## src/rtl/stacker_pkg.sv

```systemverilog
// rtl/stacker_pkg.sv - state type, width helpers and block mask builder for stacker_engine
package stacker_pkg;

    typedef enum logic [2:0] {
        IDLE,
        SPAWN,
        MOVE,
        CHECK,
        UPDATE,
        FAIL,
        WIN
    } state_e;

    // Upper bound on COLS supported by block_mask
    localparam int unsigned MAX_COLS = 64;

    function automatic int unsigned row_idx_w(input int unsigned rows);
        return $clog2(rows);
    endfunction

    function automatic int unsigned width_w(input int unsigned cols);
        return $clog2(cols + 1);
    endfunction

    function automatic int unsigned score_w(input int unsigned rows);
        return $clog2(rows + 1);
    endfunction

    function automatic int unsigned pos_w(input int unsigned cols);
        return $clog2(cols);
    endfunction

    function automatic logic [MAX_COLS-1:0] block_mask(input int unsigned pos, input int unsigned w);
        logic [MAX_COLS-1:0] m;
        m = '0;
        for (int unsigned c = 0; c < MAX_COLS; c++) begin
            if (c >= pos && c < pos + w) m[c] = 1'b1;
        end
        return m;
    endfunction

endpackage

```

## src/rtl/stacker_row_eval.sv

```systemverilog
// rtl/stacker_row_eval.sv - overlap of the dropped row with the row beneath it
module stacker_row_eval
    import stacker_pkg::*;
#(
    parameter int unsigned COLS = 8
) (
    input  logic [COLS-1:0]              cur_row_i,
    input  logic [COLS-1:0]              below_row_i,
    output logic [COLS-1:0]              overlap_o,
    output logic [width_w(COLS)-1:0]     popcount_o,
    output logic [pos_w(COLS)-1:0]       low_idx_o,
    output logic                         zero_o
);

    localparam int unsigned WID_W = width_w(COLS);
    localparam int unsigned POS_W = pos_w(COLS);

    assign overlap_o = cur_row_i & below_row_i;
    assign zero_o    = (overlap_o == '0);

    always_comb begin
        popcount_o = '0;
        low_idx_o  = '0;
        for (int c = COLS - 1; c >= 0; c--) begin
            popcount_o = popcount_o + WID_W'(overlap_o[c]);
            if (overlap_o[c]) low_idx_o = POS_W'(c);
        end
    end

endmodule

```

## src/rtl/stacker_engine.sv

```systemverilog
// rtl/stacker_engine.sv - stacker game FSM and block movement; STACKER_SPEEDUP_EN adds a per-row tick divider
module stacker_engine
    import stacker_pkg::*;
#(
    parameter int unsigned COLS     = 8,
    parameter int unsigned ROWS     = 8,
    parameter int unsigned BLOCK_W  = 3,
    parameter int unsigned BASE_DIV = 4
) (
    input  logic                        clk,
    input  logic                        rstBtn,
    input  logic                        start,
    input  logic                        dropBtn,
    input  logic                        tick,
    output logic [ROWS*COLS-1:0]        lineDisplay,
    output logic [row_idx_w(ROWS)-1:0]  curRow,
    output logic [width_w(COLS)-1:0]    blkWidth,
    output logic [score_w(ROWS)-1:0]    score,
    output logic                        EOG,
    output logic                        win
);

    localparam int unsigned ROW_W = row_idx_w(ROWS);
    localparam int unsigned WID_W = width_w(COLS);
    localparam int unsigned SCO_W = score_w(ROWS);
    localparam int unsigned POS_W = pos_w(COLS);

    state_e                 state_q, state_d;
    logic [POS_W-1:0]       pos_q, pos_d;
    logic                   dir_q, dir_d;
    logic [WID_W-1:0]       w_q, w_d;
    logic [ROW_W-1:0]       row_q, row_d;
    logic [SCO_W-1:0]       score_q, score_d;
    logic [ROWS*COLS-1:0]   frame_q, frame_d;
    logic                   eog_q, eog_d;
    logic                   win_q, win_d;

    logic [ROW_W-1:0]       row_below;
    logic [COLS-1:0]        cur_row, below_row, overlap;
    logic [WID_W-1:0]       ovl_count;
    logic [POS_W-1:0]       ovl_low;
    logic                   ovl_zero;
    logic [MAX_COLS-1:0]    mask_full;
    logic                   move_strobe;

    assign row_below = row_q - 1'b1;
    assign cur_row   = frame_q[row_q*COLS +: COLS];
    assign below_row = frame_q[row_below*COLS +: COLS];

    stacker_row_eval #(.COLS(COLS)) u_row_eval (
        .cur_row_i   (cur_row),
        .below_row_i (below_row),
        .overlap_o   (overlap),
        .popcount_o  (ovl_count),
        .low_idx_o   (ovl_low),
        .zero_o      (ovl_zero)
    );

`ifdef STACKER_SPEEDUP_EN
    localparam int unsigned DIV_W = $clog2(BASE_DIV + 1);
    logic [DIV_W-1:0] div_q, div_d;

    // Higher rows move faster: one strobe every max(1, BASE_DIV-row) ticks
    always_comb begin
        int n;
        div_d       = div_q;
        move_strobe = 1'b0;
        n           = int'(BASE_DIV) - int'(row_q);
        if (n < 1) n = 1;
        if (state_q == SPAWN) begin
            div_d = '0;
        end else if (state_q == MOVE && tick && !dropBtn) begin
            if (int'(div_q) >= n - 1) begin
                div_d       = '0;
                move_strobe = 1'b1;
            end else begin
                div_d = div_q + 1'b1;
            end
        end
    end

    always_ff @(posedge clk) begin
        if (rstBtn) div_q <= '0;
        else        div_q <= div_d;
    end
`else
    assign move_strobe = tick;
`endif

    always_comb begin
        state_d   = state_q;
        pos_d     = pos_q;
        dir_d     = dir_q;
        w_d       = w_q;
        row_d     = row_q;
        score_d   = score_q;
        frame_d   = frame_q;
        eog_d     = eog_q;
        win_d     = win_q;
        mask_full = '0;
        case (state_q)
            IDLE: begin
                if (start) state_d = SPAWN;
            end
            SPAWN: begin
                pos_d     = '0;
                dir_d     = 1'b0;
                mask_full = block_mask(0, 32'(w_q));
                frame_d[row_q*COLS +: COLS] = mask_full[COLS-1:0];
                state_d   = MOVE;
            end
            MOVE: begin
                if (dropBtn) begin
                    state_d = CHECK;
                end else if (move_strobe && 32'(w_q) != COLS) begin
                    // Bounce happens within the same strobe as the edge hit
                    if (!dir_q) begin
                        if (32'(pos_q) + 32'(w_q) == COLS) begin
                            dir_d = 1'b1;
                            pos_d = pos_q - 1'b1;
                        end else begin
                            pos_d = pos_q + 1'b1;
                        end
                    end else begin
                        if (pos_q == '0) begin
                            dir_d = 1'b0;
                            pos_d = pos_q + 1'b1;
                        end else begin
                            pos_d = pos_q - 1'b1;
                        end
                    end
                    mask_full = block_mask(32'(pos_d), 32'(w_q));
                    frame_d[row_q*COLS +: COLS] = mask_full[COLS-1:0];
                end
            end
            CHECK: begin
                if (row_q == '0) begin
                    state_d = UPDATE;
                end else if (ovl_zero) begin
                    eog_d   = 1'b1;
                    win_d   = 1'b0;
                    state_d = FAIL;
                end else begin
                    frame_d[row_q*COLS +: COLS] = overlap;
                    w_d     = ovl_count;
                    pos_d   = ovl_low;
                    state_d = UPDATE;
                end
            end
            UPDATE: begin
                score_d = score_q + 1'b1;
                if (32'(row_q) == ROWS - 1) begin
                    eog_d   = 1'b1;
                    win_d   = 1'b1;
                    state_d = WIN;
                end else begin
                    row_d   = row_q + 1'b1;
                    state_d = SPAWN;
                end
            end
            FAIL, WIN: begin
                if (start) begin
                    frame_d = '0;
                    score_d = '0;
                    w_d     = WID_W'(BLOCK_W);
                    row_d   = '0;
                    eog_d   = 1'b0;
                    win_d   = 1'b0;
                    state_d = SPAWN;
                end
            end
            default: state_d = IDLE;
        endcase
    end

    always_ff @(posedge clk) begin
        if (rstBtn) begin
            state_q <= IDLE;
            pos_q   <= '0;
            dir_q   <= 1'b0;
            w_q     <= WID_W'(BLOCK_W);
            row_q   <= '0;
            score_q <= '0;
            frame_q <= '0;
            eog_q   <= 1'b0;
            win_q   <= 1'b0;
        end else begin
            state_q <= state_d;
            pos_q   <= pos_d;
            dir_q   <= dir_d;
            w_q     <= w_d;
            row_q   <= row_d;
            score_q <= score_d;
            frame_q <= frame_d;
            eog_q   <= eog_d;
            win_q   <= win_d;
        end
    end

    assign lineDisplay = frame_q;
    assign curRow      = row_q;
    assign blkWidth    = w_q;
    assign score       = score_q;
    assign EOG         = eog_q;
    assign win         = win_q;

endmodule

```

## config.mk

```make
export PLATFORM = sky130hd
export DESIGN_NAME = stacker_engine
export DESIGN_NICKNAME = d
export VERILOG_FILES = /design/src/rtl/stacker_pkg.sv /design/src/rtl/stacker_row_eval.sv /design/src/rtl/stacker_engine.sv
export SDC_FILE = /design/constraint.sdc
export NUM_CORES = 1
export LEC_CHECK = 0
export CORE_MARGIN = 5
export CORE_UTILIZATION = 50
export CTS_BUF_LIST = sky130_fd_sc_hd__clkbuf_8
export DETAILED_ROUTE_END_ITERATION = 8
export PLACE_DENSITY_LB_ADDON = 0.12
export SLEW_MARGIN = 15
export SYNTH_ARGS = -nofsm -noshare
export SYNTH_HDL_FRONTEND = slang
export SYNTH_SLANG_ARGS = --single-unit
```

## constraint.sdc

```tcl
create_clock -name clk -period 11.18 [get_ports clk]
set_input_delay 1.677 -clock clk [delete_from_list [all_inputs] [get_ports clk]]
set_output_delay 1.677 -clock clk [all_outputs]
set_load 0.01 [all_outputs]
```

* After elaboration in Yosys (flattened, before gate mapping)
Cells that the tools add are included.
** Storage, ports and cells
- Register bits after elaboration :: 84
- Bits in latches :: 0
- Bits in writable memories :: 0
- Memory bits (read-only) :: 0
- Input bits :: 5
- Output and inout bits :: 77
- Word-level logic and storage cells :: 206
- Memories kept :: 0
** Operators by class
- Add/sub/neg operators :: 15
- $mul :: 0
- Divide/modulo/power cells :: 0
- Order comparisons :: 23
- Equal/unequal tests :: 19
- Shift operators :: 6
- Muxes and demuxes :: 105
- Bitwise operators :: 1
- Reduce and logical (&&, ||, !) cells :: 28
** Operator list (count)
- 2-to-1 mux 64 bit :: 5
- case mux 64 bit (4 select lines) :: 1
- bitwise mux 64 bit :: 3
- indexed part select 8 x 34 -> 64 bit :: 3
- < comparator 3 x 32 -> 1 bit (first input constant) :: 4
- indexed part select 64 x 7 -> 8 bit :: 2
- 2-to-1 mux 3 bit :: 23
- < comparator 1 x 32 -> 1 bit (first input constant) :: 2
- < comparator 2 x 32 -> 1 bit (first input constant) :: 2
- variable shift 8 x 34 -> 64 bit (first input constant) :: 1
- 2-to-1 mux 1 bit :: 61
- negator 6 -> 34 bit :: 1
- adder 4 x 1 -> 4 bit :: 6
- inequality test 2 bit (second input constant) :: 9
- < comparator 3 x 4 -> 1 bit (first input constant) :: 4
- 2-to-1 mux 4 bit :: 4
- case mux 4 bit (2 select lines) :: 2
- case mux 3 bit (5 select lines) :: 1
- equality test 3 bit (second input constant) :: 4
- adder 3 x 4 -> 5 bit :: 2
- AND reduction 5 bit :: 2
- >= comparator 3 bit (first input constant) :: 3
- zero test 3 bit :: 3
- case mux 3 bit (3 select lines) :: 1
- other kinds (28) :: 48

* Logic depth before layout (Yosys ltp)
Gate-level depths: netlist of run 1.
- Depth after elaboration :: 19
- Gate-level depth with buffers :: 21
- Mapped depth without buffers :: 17

* Cells and area by module
Synthesis of run 1 repeated with hierarchy kept, for this count alone.
** Unflattened totals
- Cell total of the unflattened synthesis :: 902
- Area, all modules :: 7108.1 um^2
** Modules (own cells, without submodules)
- stacker_engine :: times used 1, cells an instance 858, area an instance 6774.0 um^2, seq. area each 1681.6 um^2
- stacker_row_eval :: times used 1, cells an instance 44, area an instance 334.1 um^2, seq. area each 0.0 um^2

* Least setup slack after synthesis of run 1
No wires, ideal clock.
- Kind :: reg2reg
- Start point :: register row_q[0] (netlist: curRow[0])
- End point :: register w_q[2] (netlist: blkWidth[2])
- Library setup time :: 0.128 ns
- Arrival :: 4.721 ns
- Data required time :: 11.052 ns
- Setup slack :: 6.332 ns
- Stages on the path, launching flop included :: 21
- Buffers on the path :: 4
- Clock period less this slack :: 4.848 ns
- Path through :: dfxtp_1 -> buf_2 -> buf_2 -> bufinv_8 -> ha_1 -> ha_1 -> clkbuf_8 -> buf_2 -> clkinv_1 -> mux2i_1 -> nor2_1 -> ha_1 -> inv_1 -> fa_1 -> fa_1 -> fa_1 -> fa_1 -> xor2_1 -> nor2_1 -> mux2i_1 -> nor2_1
** Between the ends
- Longest elaborated chain between the ends :: 13
- Elaborated cells between the ends (all ways) :: 19
- Classes of those cells :: 8 x add/sub; 2 x eq/ne; 2 x shift; 3 x mux; 1 x bitwise; 3 x reduce/logical
** RTL lines
- from (decl) :: line stacker_engine.sv:32 : logic [ROW_W-1:0] row_q, row_d;
- from (signal assigned) :: line stacker_engine.sv:192 : row_q <= row_d;
- subtractor 3 x 1 -> 3 bit :: line stacker_engine.sv:46 : assign row_below = row_q - 1'b1;
- indexed part select 64 x 7 -> 8 bit :: line stacker_engine.sv:48 : assign below_row = frame_q[row_below*COLS +: COLS];
- AND 8 bit :: line stacker_row_eval.sv:18 : assign overlap_o = cur_row_i & below_row_i;
- adder 1 x 1 -> 2 bit :: line stacker_row_eval.sv:25 : popcount_o = popcount_o + WID_W'(overlap_o[c]);
- adder 4 x 1 -> 4 bit (6 in series) :: line stacker_row_eval.sv:25
- 2-to-1 mux 4 bit :: line stacker_engine.sv:139 : end else if (ovl_zero) begin
- 2-to-1 mux 4 bit :: line stacker_engine.sv:137 : if (row_q == '0) begin
- case mux 4 bit (2 select lines) :: line stacker_engine.sv:101 : case (state_q)
- to (signal assigned) :: line stacker_engine.sv:181 : w_q <= WID_W'(BLOCK_W);
- to (signal assigned) :: line stacker_engine.sv:191 : w_q <= w_d;
- to (decl) :: line stacker_engine.sv:31 : logic [WID_W-1:0] w_q, w_d;
Parallel ways exist; a longest one is shown, timed or not. The select of a mux whose other input is x is not followed.
A chain may end at the register's enable or synchronous reset.

* Final worst setup path of run 1
Ends and elaborated chain as after synthesis.

==> results of run 1 <==
==> per-layer routing <==
layer	vias up	global-route usage [%]	wire (um)
met5	-	0	0
met4	0	13.83	1372
li1	3766	-	-
met3	117	6.571	3830
met1	3984	47.85	12360
met2	730	47.43	12220
==> worst min-delay path, stage by stage (launching register included) <==
cell	delay, ns
dfxtp_1	0.32
inv_1	0.05
a21oi_1	0.05
==> final timing paths <==
kind / to / depth (start not counted)
max: blkWidth[2] / 14
min reg2reg: EOG / 2
min: EOG / 2
max reg2reg: blkWidth[2] / 14
==> cells in the mapped netlist (5+ instances only) <==
cell type	instances	area [um^2]
nor2_1	111	416.7
a21oi_1	106	530.5
nand2_1	94	352.8
o21ai_0	90	450.4
dfxtp_1	84	1682
clkbuf_1	52	195.2
nor3_1	35	175.2
inv_1	25	93.84
ha_1	20	250.2
a211oi_1	19	142.6
nand3_1	18	90.09
o22ai_1	18	112.6
mux4_2	16	360.4
nand2b_1	15	93.84
a31oi_1	14	87.58
nor4_1	13	81.33
mux2i_1	12	120.1
mux2_2	11	123.9
and3_1	10	62.56
buf_2	9	45.04
o32ai_1	9	78.83
mux4_1	8	210.2
a22oi_1	7	52.55
clkbuf_8	7	96.34
or2_2	7	43.79
or3_1	7	43.79
a21o_1	6	45.04
a221oi_1	6	52.55
a22o_1	6	52.55
a32o_1	6	60.06
fa_1	6	120.1
nor2b_1	6	37.54
xor2_1	6	52.55
a311oi_1	5	43.79
o21a_1	5	37.54
o21ai_1	5	25.02
o221ai_1	5	43.79
==> layout by cell type, fill, tap and decap left out, types with 6 or more instances in the layout <==
cell	instances
clkdlybuf4s50_1	80
a32o_1	6
a22oi_1	7
nand2b_1	15
nor3_1	35
o21ai_0	90
clkbuf_8	10
a21o_1	6
a21oi_1	106
nor4_1	13
o32ai_1	9
or3_1	7
mux2i_1	12
a22o_1	6
buf_4	13
nor2_1	111
or2_2	7
nand3_1	18
inv_1	26
a221oi_1	6
mux2_2	11
dfxtp_1	83
a211oi_1	19
mux4_2	16
a31oi_1	14
ha_1	20
nand2_1	94
xor2_1	6
fa_1	6
mux4_1	8
o22ai_1	18
and3_1	10
==> per-stage QoR <==
step                      instance area [um^2]  util, %  std cells
after floorplan                           7580        -        990
after global placement                    8287    55.12       1191
after detailed placement                  8287    55.12       1191
after CTS                                 8488    56.46       1207
after global routing                      8488    56.46       1207
final                                     8488    56.46       1207
==> final cells by class <==
class                   instances  area, um^2
clock buffers                  10       137.6
fillers                      1422        6545
flip-flops and latches         84        1683
well taps                     188       235.2
repair buffers                 94       903.4
inverters                      29       122.6
multi-input cells             796        5343
clock inverters                 6       63.81
==> cell families (layout without fill, tap and decap cells) <==
| kind of cell | Yosys count | in the layout |
|---|---|---|
| DFF | 84 | 84 |
| xor gates and xnor gates | 8 | 8 |
| adders and majority gates | 26 | 26 |
| buffers and inverters | 110 | 139 |
| and+or+nand+nor | 345 | 345 |
| AOI/OAI and AO/OA | 366 | 366 |
| muxes | 51 | 51 |
==> report_power, final <==
part,internal (mW),switching [mW],total [mW]
combinational,0.256,0.457,0.713
clock,0.110,0.132,0.241
sequential,0.337,0.0764,0.414
total,0.703,0.665,1.37
==> run metrics, run 1 <==
status complete, no violations; drt wl/cell 24.68 um; combinational family with the most area after synthesis compound AO/OA/AOI/OAI gates; fmax 169.1 MHz; final net count 1045; Detailed Routing Iterations Pass 1 6; global-route wire length before repair 45990 um; CP top delay family adder cells; post-CTS setup buffers 0; Worst Setup End Kind flip-flop; antenna-violating nets left 0; Fin. Hold Viols 0; Synth Register Bits 84; count of pins over their slew limit 0; Worst Hold Class flip-flop to flip-flop; GRT overflow 0; RSZ-0062 raised after global routing false; critical path, cell by cell bufinv_8 > ha_1 > buf_4 > mux2_2 > o22ai_1 > or4_1 > fa_1 > fa_1 > fa_1 > fa_1 > xor2_1 > nor2_1 > mux2i_1 > nor2_1; Startpoint Class flip-flop; TritonCTS Buffers 9; Syn-to-layout area delta 11.98%; worst hold slack 0.4609 ns; synthesized instance count 990; vias after detailed routing 8597; relative slew slack 25.29%; GPL Wtd Cong 0.9598; full die area 17720 um^2; mux contribution to synthesized area 11.57%; leakage 2.812 nW; Max FO, Critical Path 43; Distinct cells, synth 93; mean cell area of the mapped netlist 7.656 um^2; Slew @ Worst Pin 1.112 ns; most frequent CP cell fa_1; GR Util All Layers 32.89%; Sink Count 84; Post-synth top flop dfxtp_1; final setup fails 0; # hold bufs at CTS 0; r2r setup slk 5.27 ns; Pwr Total 1.368 mW; core footprint 15030 um^2; Routed WL 29790 um; Vias/cell 7.123; setup TNS 0 ns; reg-to-reg startpoint curRow[0]; vias in the first global route 7709; EDFF count, synth 0; syn nets 1021; initial antenna violation count 0; Residual DRC 0; Antenna diodes 0; Synth Area in Adders 4.886%; Initial Utilization 50.42%; minimum clock period 5.913 ns; CP max stage cell dfxtp_2; register area share after synthesis 22.19%; Mapped Area 7580 um^2; CTS tree built; VDD IR max 0.0001118 V; Iter 0 DRT Violations 1472; die height 133.1 um; Setup Skew 0.01612 ns; largest net degree at the start of global routing 48; Rows 45; WP buf/inv 2; worst hold start EOG; ys async rst share 0%; pre-CTS setup slack 5.324 ns; post-cts gate resize count 0; Clk Latency, worst-skew pair 0.40 ns; HPWL Detailed 21280 um; critical path startpoint curRow[0]; Bufs on Longest Clock Path 2; Crit Path Class flip-flop to flip-flop; CP arrival 6.18 ns; Port-buffer cells 81; share of cells above drive strength 1 9.225%; I/O Pins 82; final cycle utilization of the critical path 52.88%; Compound-Gate Fraction of Synth Area 31.36%; htree depth 3; max_cap viols 0; Die Span X 133.1 um; post-synthesis xor/xnor area fraction 0.9244%; final worst slack 5.267 ns; Critical Path RT 11.45 ns; root buffer cell clkbuf_8; CTS clk-pin slew, worst paths 0.10 ns; crit-path max cell delay 1.02 ns; Synth Area in Simple Gates 21.61%; P per Cell Area 161.2 nW/um^2; Ys Warns 0
Note: power is estimated with default switching activity, not from simulation.
==> inputs of run 2 (changes only) <==
- clock period: 11.18 -> 5.7 ns (I/O delays scaled with it)
==> run metrics, run 2 (synthesis gave the netlist of run 1 again) <==
status complete, no violations (unchanged); Max FO, Critical Path 31 (was 43); Vias/cell 7.068 (was 7.123); I/O Pins 82 (unchanged); CP top delay family adder cells (unchanged); P per Cell Area 322.1 nW/um^2 (was 161.2 nW/um^2); final worst slack 0.8469 ns (was 5.267 ns); final setup fails 0 (unchanged); max_cap viols 0 (unchanged); most common cell after layout, fill and taps aside nor2_1 (unchanged); most frequent cells in the layout nor2_1, a21oi_1, nand2_1 (unchanged); Residual DRC 0 (unchanged); most frequent CP cell fa_1 (unchanged); Bufs on Longest Clock Path 2 (unchanged); switching power share of the total 47.14% (was 48.59%); htree depth 3 (unchanged); minimum clock period 4.853 ns (was 5.913 ns); Detailed Routing Iterations Pass 1 5 (was 6); fmax 206.1 MHz (was 169.1 MHz); post-CTS setup buffers 0 (unchanged); fill cell count 1456 (was 1422); Critical Path RT 5.96 ns (was 11.45 ns); Fin. Hold Viols 0 (unchanged); P_int 1.462 mW (was 0.7034 mW); setup TNS 0 ns (unchanged); Routed WL 30070 um (was 29790 um); Crit Path Class flip-flop to flip-flop (unchanged); CTS clk-pin slew, worst paths 0.11 ns (was 0.10 ns); Iter 0 DRT Violations 1219 (was 1472); critical path, cell by cell bufinv_8 > ha_1 > buf_4 > mux4_1 > nand3_1 > nand2_2 > inv_1 > fa_1 > fa_1 > fa_1 > fa_1 > xor2_1 > nor2_1 > mux2i_1 > nor2_1 (was bufinv_8 > ha_1 > buf_4 > mux2_2 > o22ai_1 > or4_1 > fa_1 > fa_1 > fa_1 > fa_1 > xor2_1 > nor2_1 > mux2i_1 > nor2_1); dpl cells 1199 (was 1191); final net count 1053 (was 1045); final non-filler cell total 1215 (was 1207); Core Util, Final 57.12% (was 56.46%); Worst Hold Class flip-flop to flip-flop (unchanged); # hold bufs at CTS 0 (unchanged); sw power 1.304 mW (was 0.6648 mW); die height 133.1 um (unchanged); largest net degree at the start of global routing 47 (was 48); RSZ-0062 raised after global routing false (unchanged); core footprint 15030 um^2 (unchanged); Seq pwr share 29.0% (was 30.2%); Startpoint Class flip-flop (unchanged); post-cts gate resize count 0 (unchanged); Rows 45 (unchanged); Slew @ Worst Pin 1.146 ns (was 1.112 ns); TritonCTS Buffers 9 (unchanged); Die Span X 133.1 um (unchanged); initial antenna violation count 0 (unchanged); CTS tree built (unchanged); Setup Skew 0.01975 ns (was 0.01612 ns); leakage 2.875 nW (was 2.812 nW); Port-buffer cells 81 (unchanged); antenna-violating nets left 0 (unchanged); relative slew slack 23.01% (was 25.29%); Initial Utilization 50.42% (unchanged); CP max stage cell mux4_1 (was dfxtp_2); vias after detailed routing 8588 (was 8597); share of cells above drive strength 1 9.932% (was 9.225%); Clk pwr share 20.2% (was 17.7%); Antenna diodes 0 (unchanged); WP buf/inv 3 (was 2); GR Util All Layers 33.03% (was 32.89%); HPWL Detailed 21780 um (was 21280 um); count of pins over their slew limit 0 (unchanged); GPL Wtd Cong 1.026 (was 0.9598); Clk Latency, worst-skew pair 0.40 ns (about the same); fin area 8587 um^2 (was 8488 um^2); pre-CTS setup slack 0.9209 ns (was 5.324 ns); Comb power frac 50.9% (was 52.1%); GRT overflow 0 (unchanged); CP arrival 5.12 ns (was 6.18 ns); vias in the first global route 7688 (was 7709); global-route wire length before repair 46120 um (was 45990 um); Sink Count 84 (unchanged); DP Area 8347 um^2 (was 8287 um^2); Syn-to-layout area delta 13.29% (was 11.98%); drt wl/cell 24.75 um (was 24.68 um); root buffer cell clkbuf_8 (unchanged); final cycle utilization of the critical path 85.14% (was 52.88%); VDD IR max 0.0003060 V (was 0.0001118 V); Worst Setup End Kind flip-flop (unchanged); crit-path max cell delay 0.62 ns (was 1.02 ns); full die area 17720 um^2 (unchanged)
run 2: changes by cell type in the layout (fill, tap and decap cells not counted):
cell,delta
buf_4,+8
bufinv_16,+2
clkbuf_8,-1
clkinv_4,+1
clkinvlp_4,-1
inv_6,-1
run 2: power groups by stage:
stage	Sequential, mW	Clock [mW]	Combinational, mW
after floorplan	0.766	0	0.909
after global placement	0.808	0	1.34
after detailed placement	0.808	0	1.35
after CTS	0.795	0.556	1.35
after global routing	0.809	0.581	1.48
final	0.801	0.558	1.41
run 2: worst paths after layout:
path,cells after the start,slack [ns],end,start
worst min-delay path,2,0.46,EOG,EOG
worst max-delay path,15,0.85,blkWidth[2],curRow[0]
worst max register to register,15,0.85,blkWidth[2],curRow[0]
worst min register to register,2,0.46,EOG,EOG
run 2: layout make-up:
| cell class | count | area [um^2] | area share, % |
|---|---|---|---|
| multi-input cells | 796 | 5343 | 62.22 |
| flip-flops and latches | 84 | 1683 | 19.60 |
| repair buffers | 102 | 963.4 | 11.22 |
| clock buffers | 9 | 123.9 | 1.443 |
| inverters | 29 | 122.6 | 1.428 |
| clock inverters | 7 | 116.4 | 1.355 |
| well taps | 188 | 235.2 | 2.739 |
run 2: stage by stage:
step,power [mW],hold slack (ns)
2_1_floorplan,1.676,0.4696
3_3_place_gp,2.150,0.4454
3_5_place_dp,2.154,0.4466
4_1_cts,2.702,0.4674
5_1_grt,2.873,0.4953
6_report,2.766,0.4613
run 2: worst reg2reg max path, delay by kind of cell (launching register included):
family,cells,cell delay [ns]
flops,1,0.34
simple gates,4,0.44
buf+inv,3,0.76
mux,2,0.78
xor+xnor,1,0.15
fa+ha+maj,5,2.23
run 2: layer usage:
| metal | GRT usage [%] | vias to the layer above | wire length [um] |
|---|---|---|---|
| met5 | 0 | - | 0 |
| met4 | 11.89 | 0 | 1201 |
| met3 | 7.779 | 98 | 3963 |
| met2 | 48.14 | 713 | 12450 |
| met1 | 47.69 | 3995 | 12460 |
| li1 | - | 3782 | - |
